<file path="config.mk">
export PLATFORM = sky130hd
export DESIGN_NAME = scmp_sin_tx_flat
export DESIGN_NICKNAME = d
export VERILOG_FILES = /design/src/rtl/scmp_sin_tx_pkg.sv /design/src/rtl/scmp_sin_tx_if.sv /design/src/rtl/scmp_sin_tx_baud_div.sv /design/src/rtl/scmp_sin_tx.sv /design/src/flat_wrapper.sv
export SDC_FILE = /design/constraint.sdc
export NUM_CORES = 1
export LEC_CHECK = 0
export ABC_AREA = 1
export BUFFER_PORTS_ARGS = -buffer_cell sky130_fd_sc_hd__clkbuf_2
export CAP_MARGIN = 15
export CORE_ASPECT_RATIO = 1.2
export CORE_MARGIN = 2
export CORE_UTILIZATION = 27
export CTS_BUF_LIST = sky130_fd_sc_hd__clkbuf_2 sky130_fd_sc_hd__clkbuf_4 sky130_fd_sc_hd__clkbuf_8
export DETAILED_ROUTE_END_ITERATION = 10
export SLEW_MARGIN = 40
export SYNTH_ARGS = -nofsm -noshare
export SYNTH_HDL_FRONTEND = slang
export SYNTH_SLANG_ARGS = --single-unit
</file>
<file path="constraint.sdc">
create_clock -name clk_1m -period 2.1 [get_ports clk_1m]
set_clock_uncertainty 0.1 [all_clocks]
set_input_delay 0.105 -clock clk_1m [delete_from_list [all_inputs] [get_ports clk_1m]]
set_output_delay 0.105 -clock clk_1m [all_outputs]
set_load 0.005 [all_outputs]
</file>
<file path="src/rtl/scmp_sin_tx_pkg.sv">
// scmp_uart_pkg: shared types and helpers for the SC/MP serial blocks.
//   tx_state_t : transmitter FSM states
//   DATA_BITS  : data bits per frame
//   calc_div   : rounded clock-cycles-per-bit for a clock/baud pair
package scmp_uart_pkg;

    typedef enum logic [1:0] {
        IDLE,
        START,
        DATA,
        STOP
    } tx_state_t;

    localparam int unsigned DATA_BITS = 8;

    function automatic int unsigned calc_div(input int unsigned clk_hz,
                                             input int unsigned baud);
        return (clk_hz + (baud / 2)) / baud;
    endfunction

endpackage

</file>
<file path="src/rtl/scmp_sin_tx_if.sv">
// scmp_sin_tx_if: byte source -> transmitter handshake.
//   tx_data  : byte to send, sampled on accept
//   tx_valid : source has a byte on tx_data
//   tx_ready : transmitter holding register empty
// Accept = tx_valid & tx_ready at a rising clk_1m edge.
interface scmp_sin_tx_if;
    logic [7:0] tx_data;
    logic       tx_valid;
    logic       tx_ready;

    modport master (output tx_data, output tx_valid, input  tx_ready);
    modport slave  (input  tx_data, input  tx_valid, output tx_ready);
endinterface

</file>
<file path="src/rtl/scmp_sin_tx_baud_div.sv">
// uart_baud_div: loadable bit-period down-counter.
//   clk_1m : clock, rising edge
//   rst_n  : asynchronous active-low reset (count cleared)
//   load   : reload count with DIV-1 at the next edge (wins over counting)
//   tick   : count == 0, i.e. last cycle of the current bit period
// Holds at zero when not reloaded.
module uart_baud_div #(
    parameter int unsigned DIV = 104
) (
    input  logic clk_1m,
    input  logic rst_n,
    input  logic load,
    output logic tick
);
    localparam int unsigned CW = (DIV > 2) ? $clog2(DIV) : 1;

    logic [CW-1:0] count;

    always_ff @(posedge clk_1m or negedge rst_n) begin
        if (!rst_n) begin
            count <= '0;
        end else if (load) begin
            count <= CW'(DIV - 1);
        end else if (count != '0) begin
            count <= count - 1'b1;
        end
    end

    assign tick = (count == '0);

endmodule

</file>
<file path="src/rtl/scmp_sin_tx.sv">
// scmp_sin_tx: 8N1 (or 8N2) async serial transmitter driving the SC/MP sin pin.
//   clk_1m : 1 MHz clock, rising edge
//   rst_n  : asynchronous active-low reset; aborts any frame at once
//   tx     : byte handshake (slave side: tx_data, tx_valid in; tx_ready out)
//   tx_out : registered serial line, IDLE_LEVEL when idle
//   busy   : frame in progress or holding register full
// A one-byte holding register in front of the shifter lets frames run
// back-to-back: at the end of the stop bit a held byte goes straight to START.
module scmp_sin_tx
    import scmp_uart_pkg::*;
#(
    parameter int unsigned BIT_DIV    = 104,
    parameter int unsigned STOP_BITS  = 1,
    parameter logic        IDLE_LEVEL = 1'b1
) (
    input  logic              clk_1m,
    input  logic              rst_n,
    scmp_sin_tx_if.slave      tx,
    output logic              tx_out,
    output logic              busy
);
    localparam int unsigned IW = $clog2(DATA_BITS);

    tx_state_t         state, state_n;
    logic [7:0]        shift, shift_n;
    logic [7:0]        hold_data, hold_data_n;
    logic [IW-1:0]     bit_idx, bit_idx_n;
    logic              stop_cnt, stop_cnt_n;
    logic              tx_ready_q, tx_ready_n;
    logic              tx_out_n;
    logic              baud_load;
    logic              tick;
    logic              accept;

    uart_baud_div #(.DIV(BIT_DIV)) u_baud (
        .clk_1m (clk_1m),
        .rst_n  (rst_n),
        .load   (baud_load),
        .tick   (tick)
    );

    assign accept      = tx.tx_valid & tx_ready_q;
    assign tx.tx_ready = tx_ready_q;
    assign busy        = (state != IDLE) | ~tx_ready_q;

    always_ff @(posedge clk_1m or negedge rst_n) begin
        if (!rst_n) begin
            state      <= IDLE;
            shift      <= '0;
            hold_data  <= '0;
            bit_idx    <= '0;
            stop_cnt   <= 1'b0;
            tx_ready_q <= 1'b1;
            tx_out     <= IDLE_LEVEL;
        end else begin
            state      <= state_n;
            shift      <= shift_n;
            hold_data  <= hold_data_n;
            bit_idx    <= bit_idx_n;
            stop_cnt   <= stop_cnt_n;
            tx_ready_q <= tx_ready_n;
            tx_out     <= tx_out_n;
        end
    end

    always_comb begin
        state_n     = state;
        shift_n     = shift;
        hold_data_n = hold_data;
        bit_idx_n   = bit_idx;
        stop_cnt_n  = stop_cnt;
        tx_ready_n  = tx_ready_q;
        baud_load   = 1'b0;

        // A shifter load (needs hold full) and an accept (needs hold empty)
        // are mutually exclusive, so both may update tx_ready_n below.
        unique case (state)
            IDLE: begin
                if (!tx_ready_q) begin
                    shift_n    = hold_data;
                    tx_ready_n = 1'b1;
                    baud_load  = 1'b1;
                    state_n    = START;
                end
            end
            START: begin
                if (tick) begin
                    bit_idx_n = '0;
                    baud_load = 1'b1;
                    state_n   = DATA;
                end
            end
            DATA: begin
                if (tick) begin
                    shift_n   = shift >> 1;
                    baud_load = 1'b1;
                    if (bit_idx == IW'(DATA_BITS - 1)) begin
                        stop_cnt_n = 1'b0;
                        state_n    = STOP;
                    end else begin
                        bit_idx_n = bit_idx + 1'b1;
                    end
                end
            end
            STOP: begin
                if (tick) begin
                    if ((STOP_BITS == 2) && !stop_cnt) begin
                        stop_cnt_n = 1'b1;
                        baud_load  = 1'b1;
                    end else if (!tx_ready_q) begin
                        shift_n    = hold_data;
                        tx_ready_n = 1'b1;
                        baud_load  = 1'b1;
                        state_n    = START;
                    end else begin
                        state_n = IDLE;
                    end
                end
            end
            default: state_n = IDLE;
        endcase

        if (accept) begin
            hold_data_n = tx.tx_data;
            tx_ready_n  = 1'b0;
        end

        // Line level is registered from the next state so it changes on the
        // same edge the state does.
        unique case (state_n)
            START:   tx_out_n = ~IDLE_LEVEL;
            DATA:    tx_out_n = shift_n[0] ^ ~IDLE_LEVEL;
            default: tx_out_n = IDLE_LEVEL;
        endcase
    end

endmodule

</file>
<file path="src/flat_wrapper.sv">
// flat-port wrapper written by rule: the top's interface ports become plain ports
module scmp_sin_tx_flat import scmp_uart_pkg::*;
#(
    parameter int unsigned BIT_DIV    = 104,
    parameter int unsigned STOP_BITS  = 1,
    parameter logic        IDLE_LEVEL = 1'b1
)
  (clk_1m, rst_n, tx_out, busy, tx_tx_data, tx_tx_valid, tx_tx_ready);
  scmp_sin_tx_if tx_i ();
  input  logic clk_1m;
  input  logic rst_n;
  output logic tx_out;
  output logic busy;
  input wire logic [$bits(tx_i.tx_data)-1:0] tx_tx_data;
  input wire logic [$bits(tx_i.tx_valid)-1:0] tx_tx_valid;
  output wire logic [$bits(tx_i.tx_ready)-1:0] tx_tx_ready;
  assign tx_i.tx_data = tx_tx_data;
  assign tx_i.tx_valid = tx_tx_valid;
  assign tx_tx_ready = tx_i.tx_ready;
  scmp_sin_tx #(.BIT_DIV(BIT_DIV), .STOP_BITS(STOP_BITS), .IDLE_LEVEL(IDLE_LEVEL)) u_core (.clk_1m(clk_1m), .rst_n(rst_n), .tx(tx_i), .tx_out(tx_out), .busy(busy));
endmodule
</file>
* Word-level counts from Yosys, hierarchy flattened
Cells that the tools add are included.
** Storage, ports and cells
- Flip-flop bits (word level) :: 30
- Input bits :: 11
- Output and inout port bits :: 3
** Operators by class
- $add $sub $neg :: 2
- Equal/unequal tests :: 11
- Muxes and demuxes :: 25
- Bitwise gates (word level) :: 3
- Reductions and logical operators :: 12
** Operator list (count)
- $mux 8 :: 3
- $pmux 8 s3 :: 1
- $mux 7 :: 2
- $mux 2 :: 5
- $mux 3 :: 3
- $pmux 2 s4 :: 1
- $logic_not 7->1 :: 1
- $reduce_bool 7->1 :: 1
- $sub 7x1->7 const B :: 1
- $eq 2x2->1 const B :: 3
- $mux 1 :: 6
- $ne 2x1->1 const B :: 3
- $pmux 3 s2 :: 1
- $reduce_bool 2->1 :: 3
- $reduce_bool 3->1 :: 2
- $eq 2x1->1 const B :: 2
- $pmux 1 s2 :: 2
- $reduce_and 4->1 :: 1
- $add 3x1->3 const B :: 1
- $eq 3x3->1 const B :: 1
- $ne 3x1->1 const B :: 1
- $pmux 1 s3 :: 1
- $reduce_and 3->1 :: 1
- $logic_not 2->1 :: 1
- other kinds (6) :: 6

* Logic depth before layout (Yosys ltp)
Gate-level depths: netlist of run 1.
- Depth after elaboration :: 6
- Mapped depth :: 14

* Modules after synthesis
Synthesis of run 1 repeated with hierarchy kept, for this count alone.
** Second synthesis, totals
- Cells, all modules :: 214
- Area total of the unflattened synthesis :: 1784.2 um^2
** By module, submodules not included
- scmp_sin_tx :: times used 1, cells an instance 163, area each 1358.8 um^2, seq. area each 578.1 um^2
- uart_baud_div :: times used 1, cells an instance 51, area each 425.4 um^2, seq. area each 175.2 um^2

* Least setup slack after synthesis of run 1
No wires, ideal clock.
- Kind :: reg2reg
- Start :: register u_core.u_baud.count[0]
- End :: register u_core.tx_out
- Setup time :: 0.060 ns
- Arrival :: 1.483 ns
- Path slack :: 0.457 ns
- Cell stages (with the launch flop) :: 14
- Cells stage by stage :: dfrtp_1 inv_1 ha_1 inv_1 nor2_2 nand3_2 buf_6 o21bai_4 nand2_2 nand2_1 nand2_1 nand2_1 nand2_1 nand2_1
** Between the ends
- Longest elaborated chain between the ends :: 5
** Ends and longest elaborated chain
- start: declaration :: line scmp_sin_tx_baud_div.sv:17 : logic [CW-1:0] count;
- start signal: assignment :: line scmp_sin_tx_baud_div.sv:23 : count <= CW'(DIV - 1);
- start signal: assignment :: line scmp_sin_tx_baud_div.sv:25 : count <= count - 1'b1;
- $logic_not 7->1 (*) :: line scmp_sin_tx_baud_div.sv:29 : assign tick = (count == '0);
- $mux 2 (on tied branches) :: line scmp_sin_tx.sv:106, scmp_sin_tx.sv:87, scmp_sin_tx.sv:94
- $pmux 2 s4 :: line scmp_sin_tx.sv:77 : unique case (state)
- $eq 2x2->1 or $eq 2x1->1 (tied branches) :: line scmp_sin_tx.sv:130 : unique case (state_n)
- $pmux 1 s2 (*) :: line scmp_sin_tx.sv:130
- via u_core.tx_out_n :: line scmp_sin_tx.sv:30 : logic tx_out_n;
- end signal: assignment :: line scmp_sin_tx.sv:62 : tx_out <= tx_out_n;
- end: declaration :: line scmp_sin_tx.sv:19 : output logic tx_out,
Mark *: on every way through the listed nets, which the timed path passes. The rest lies on a longest branch. The select of a mux whose other input is x is not followed.
A chain may end at the register's enable or synchronous reset.

* Final worst setup path of run 1
- Start :: register u_core.u_baud.count[0]
- End :: register u_core.u_baud.count[0]
** Between the ends
- Longest elaborated chain between the ends :: 4
** Ends and longest elaborated chain
- parallel branches: the longest is 4 deep, another holds $sub 7x1->7
Parallel ways; which one is timed is not known. The select of a mux whose other input is x is not followed.

==> results of run 1 <==
-- synth_stat cells (all sizes together) --
library cell | n | area (µm²)
nand2 | 77 | 294
dfrtp | 28 | 701
inv | 27 | 104
o21ai | 19 | 103
nand3 | 18 | 95.1
nor2 | 17 | 83.8
ha | 8 | 100
o211ai | 8 | 60.1
buf | 4 | 25.0
a21oi | 3 | 15.0
dfstp | 2 | 52.6
nand4 | 2 | 12.5
a31oi | 1 | 6.26
clkbuf | 1 | 3.75
clkinv | 1 | 3.75
nand3b | 1 | 7.51
o21bai | 1 | 18.8
xor2 | 1 | 8.76
-- where the power goes --
part / internal, mW / leakage (nW) / switching [mW]
Combinational: 0.384 / 0.621 / 0.640
Clock: 0.293 / 0.0523 / 0.213
Sequential: 0.809 / 0.371 / 0.145
-- worst max path at each step --
| stage | start | end |
|---|---|---|
| 6_report | u_core.u_baud.count[0] | u_core.u_baud.count[0] |
| 5_1_grt | u_core.u_baud.count[0] | u_core.shift[6] |
| 4_1_cts | u_core.u_baud.count[0] | u_core.shift[2] |
| 3_5_place_dp | u_core.u_baud.count[0] | u_core.shift[3] |
| 3_3_place_gp | u_core.u_baud.count[0] | u_core.shift[1] |
| 2_1_floorplan | u_core.u_baud.count[0] | u_core.tx_out |
-- critical path: cells and delay by family, from the launching register on --
family | cells | cell delay, ns
fa+ha+maj | 1 | 0.21
compound gates | 2 | 0.28
flops | 1 | 0.39
simple gates | 4 | 0.50
buf+inv | 3 | 0.31
-- area by class of cell --
cell class	instances	share of cell area, %
inverter	28	5.25
timing repair buffer	29	9.90
multi-input combinational	157	39.4
sequential	30	35.9
tap	82	4.89
clock buffer	8	4.65
-- sequential cells by signal (all words and copies together) (netlist names) --
register             flops
u_core.hold_data         8
u_core.shift             8
u_core.u_baud.count      7
u_core.bit_idx           3
u_core.state             2
u_core.tx.tx_ready       1
u_core.tx_out            1
-- logic make-up after synthesis --
group	after synthesis	share of synthesized area, %
AO/OA/AOI/OAI	32	12.0
flip-flops	30	44.5
buffers and inverters	33	8.05
adder cells (fa/ha/maj)	8	5.91
AND/OR/NAND/NOR	115	29.1
XOR/XNOR	1	0.517
-- stage by stage --
step,std cells,setup slack [ns],power (mW),hold WS (ns),instance area [µm²]
after floorplan,219,0.457,1.67,-0.291,1690
after global placement,315,0.209,1.95,0.121,1880
after detailed placement,315,0.114,1.96,0.130,1880
after CTS,332,0.0997,2.49,0.168,2070
after global routing,334,0.0345,2.71,0.204,2100
final,334,0.225,2.48,0.162,2100
-- per-layer routing --
layer | part of all wire [%] | GRT usage, %
met2 | 49 | 19.6
met5 | 0 | 0
met1 | 46 | 13.5
met3 | 3.6 | 3.10
met4 | 0.79 | 4.70
-- repair_timing --
item,4_1_cts,5_1_grt
buffers inserted,0,1
hold buffers,9,0
endpoints found under the setup margin,0,17
gates resized for setup,0,3
hold endpoints to repair,36,0
==> impl_results.md, run 1 <==
* Critical path data required time at 2.19 ns
* Reg area at 753 µm²
* Clock tree buffer depth at 2
* Global-route wire length before repair at 6.42 mm
* H-tree levels at 2
* Kind of start point of the critical path: flop
* Post-route setup TNS at 0 ns
* Number of buffers added on ports at 13
* CTS tree: yes
* Relative slew slack at 54.0%
* Crit end category: flop
* I/O Pins at 14
* Status: finished, final reports clean
* WP data arrival at 1.97 ns
* Hold EP: u_core.hold_data[2]
* Final Cycle Share at 89.3%
* Hold Fails Final Rpt at 0
* Layout filler cell count at 661
* RSZ-0062 raised after global routing: false
* Die W at 76.3 µm
* Hold_sp: tx_tx_valid
* Nets at 270
* LEAKAGE at 1.04 nW
* Post-synthesis cell count at 219
* Pwr/cell area at 1180 nW/µm²
* Worst min path class: primary input to flop
* Drt pass-1 iters at 4
* Max-cap violations at 0
* Number of synthesis warnings at 0
* Fmax at 533 MHz
* Synthesis-stage register bit count at 30
* Clock latency on the worst-skew pair at 0.28 ns
* CP cell instances: inv_1, ha_1, inv_1, nor2_4, nand3_4, o21ai_0, nand2_1, nand2_1, inv_1, o21ai_0
* Reg clk slew, reported paths at 0.07 ns
* Layout cells sized above 1 at 17.1%
* Antenna violations before repair at 0
* Syn Nets at 238
* Row count at 31
* Depth of the worst register-to-register path at 10
* Worst R2R Setup Slack at 0.22 ns
* R2r startpoint: u_core.u_baud.count[0]
* Largest stage delay, worst path at 0.39 ns
* Average size of a mapped cell at 7.74 µm²
* Area of the multi-input gates at 827 µm²
* Crit path max fanout at 5
* Worst Hold Path Cells at 4
* Post-DP HPWL at 2.54 mm
* Critical path's slowest cell: dfrtp_1
* Syn Std Cell Area at 1690 µm²
* Die Ht at 90.8 µm
* Worst-Margin Slew at 0.690 ns
* Largest net degree at the start of global routing at 31
* Vias at 1460
* Initial Util at 28.0%
* Drt drc at 0
* ANT nets after route at 0
* Initial DRC Count at 50
* Total CTS buffers at 5
* Routed length per placed instance at 11.0 µm
* Vias in the first global route at 1407
* Vias per inst at 4.37
* Core area at 6050 µm²
* Top cell by count, worst path: inv_1
* Max-slew violations at 0
* WS Path Type: flop to flop
* Die ar. at 6930 µm²
* # setup viols final at 0
* Most common cell after layout, fill and taps aside: nand2_1
* Clk sink count at 30
* Grt ovf at 0
* Reg2reg end: u_core.u_baud.count[0]
* Fin crit period at 1.88 ns
* Root buffer selected by CTS: clkbuf_8
* Final core occ at 34.7%
* Final Wtd Congestion at 0.828
* Post-Route WL at 3.66 mm
* Most frequent cells in the layout: 75 x nand2_1, 28 x dfrtp_1, 25 x inv_1, 17 x nand3_1, 13 x nor2_1
* All-Layer GR Usage at 11.5%
* Seq/Total Area, Yosys at 44.5%
* Ant diodes at 0
* Area growth syn-to-layout at 23.9%
* Peak VDD IR at 584 µV
* Count of different cell masters after synthesis at 28
No activity file was read; power rests on OpenSTA's default activity.
==> run 2, diff against run 1 <==
--- a/config.mk
+++ b/config.mk
@@ -11,9 +11,10 @@
 export CORE_ASPECT_RATIO = 1.2
 export CORE_MARGIN = 2
 export CORE_UTILIZATION = 27
-export CTS_BUF_LIST = sky130_fd_sc_hd__clkbuf_2 sky130_fd_sc_hd__clkbuf_4 sky130_fd_sc_hd__clkbuf_8
+export CTS_BUF_LIST = sky130_fd_sc_hd__clkbuf_2
 export DETAILED_ROUTE_END_ITERATION = 10
 export SLEW_MARGIN = 40
 export SYNTH_ARGS = -nofsm -noshare
 export SYNTH_HDL_FRONTEND = slang
 export SYNTH_SLANG_ARGS = --single-unit
+export TNS_END_PERCENT = 50
==> impl_results.md, run 2 (same netlist as run 1, synthesis figures left out) <==
* Sw Share at 42.9%
* Post-Route WL at 3.56 mm
* Int Pwr at 1.30 mW
* Crit end category: flop
* Final WS setup at 0.231 ns
* Max-cap violations at 0
* Reg2reg end: u_core.shift[2]
* Die W at 76.3 µm
* Fin crit period at 1.87 ns
* Flop pwr share at 41.6%
* Worst-Margin Slew at 0.687 ns
* Drt pass-1 iters at 4
* Max-slew violations at 0
* Hold Fails Final Rpt at 0
* Total Power at 2.28 mW
* Global-route wire length before repair at 6.31 mm
* Vias per inst at 4.36
* RSZ-0062 raised after global routing: false
* CP Capture Point: u_core.shift[2]
* Kind of start point of the critical path: flop
* Post-route setup TNS at 0 ns
* Ant diodes at 0
* Crit path max fanout at 7
* Number of buffers added on ports at 13
* Placed cell area at 1880 µm²
* Core area at 6050 µm²
* Critical path data required time at 2.30 ns
* CTS tree: yes
* Clock tree buffer depth at 2
* All-Layer GR Usage at 11.3%
* Grt ovf at 0
* Total CTS buffers at 5
* CP Launch Point: u_core.u_baud.count[0]
* Relative slew slack at 54.2%
* Vias at 1464
* Most common cell after layout, fill and taps aside: nand2_1
* Pre-CTS setup slack at 0.114 ns
* Finished Cell Area at 2050 µm²
* Antenna violations before repair at 0
* Layout filler cell count at 667
* Depth of the worst register-to-register path at 12
* Area growth syn-to-layout at 21.3%
* Die Ht at 90.8 µm
* Reg clk slew, reported paths at 0.16 ns
* LEAKAGE at 1.03 nW
* Peak VDD IR at 532 µV
* ANT nets after route at 0
* P_sw at 0.977 mW
* WS Path Type: flop to flop
* Final core occ at 34.0%
* Final Cycle Share at 89.0%
* Clock share of power at 12.4%
* Worst min path class: primary input to flop
* Status: finished, final reports clean
* Clock latency on the worst-skew pair at 0.36 ns
* Fmax at 535 MHz
* R2r startpoint: u_core.u_baud.count[0]
* Comb pwr share at 46.0%
* Nets at 272
* Die ar. at 6930 µm²
* Most frequent cells in the layout: 75 x nand2_1, 28 x dfrtp_1, 25 x inv_1, 19 x clkbuf_2, 17 x nand3_1
* Pwr/cell area at 1110 nW/µm²
* Vias in the first global route at 1398
* Worst R2R Setup Slack at 0.23 ns
* Root buffer selected by CTS: clkbuf_2
* Final Non-Filler Cells at 336
* Layout cells sized above 1 at 17.3%
* Hold_sp: tx_tx_valid
* Initial Util at 28.0%
* Drt drc at 0
* WP data arrival at 2.07 ns
* Largest regs: u_core.hold_data x8, u_core.shift x8, u_core.u_baud.count x7
* Row count at 31
* Final Wtd Congestion at 0.828
* Routed length per placed instance at 10.6 µm
* Initial DRC Count at 38
* H-tree levels at 2
* Fin Hold WS at 0.0610 ns
* Inst Count DP at 315
* I/O Pins at 14
* Largest net degree at the start of global routing at 31
* Clk sink count at 30
* Post-DP HPWL at 2.54 mm
* # setup viols final at 0
-- run 2: power groups by stage --
stage                     Sequential (mW)  Clock, mW  Combinational, mW
after floorplan                     0.928          0              0.740
after global placement              0.959          0              0.991
after detailed placement            0.958          0               1.01
after CTS                           0.948      0.292               1.02
after global routing                0.977      0.317               1.22
final                               0.947      0.284               1.05
-- run 2: what timing repair did --
action / 4_1_cts / 5_1_grt
endpoints found under the hold margin: 36 / 0
setup endpoints to repair: 0 / 17
gates resized for setup: 0 / 3
hold buffers: 9 / 0
setup buffers: 0 / 3
-- run 2: critical path, cell delays in order (launching register included) --
cell and delay, ns:
dfrtp_1 0.42, inv_1 0.09, ha_1 0.21, inv_1 0.10
nor2_4 0.14, nand3_4 0.14, inv_4 0.11, nand2_2 0.05
o21ai_2 0.10, inv_4 0.06, nor2_4 0.15, nand2_1 0.07
o21ai_1 0.07
-- run 2: worst min path at each step --
stage,cells past startpoint,endpoint
after floorplan,0,u_core.bit_idx[0]
after global placement,1,u_core.shift[3]
after detailed placement,1,u_core.u_baud.count[5]
after CTS,4,u_core.hold_data[2]
after global routing,4,u_core.hold_data[6]
final,4,u_core.hold_data[3]
-- run 2: cell type report --
type	instances	area, µm²	share of cell area [%]
Sequential cell	30	753	36.7
Multi-Input combinational cell	157	827	40.3
Inverter	28	110	5.36
Clock buffer	7	35.0	1.71
Tap cell	82	103	4.99
Timing Repair Buffer	31	223	10.8
Clock inverter	1	3.75	0.183
-- run 2: routing by layer --
layer  part of all wire [%]  global-route usage, %  vias to the layer above
met5                      0                      0                        -
met4                    1.4                   3.94                        0
met3                    3.4                   3.00                        6
met2                     49                   19.5                       20
met1                     46                   13.3                      668
li1                       -                      -                      770
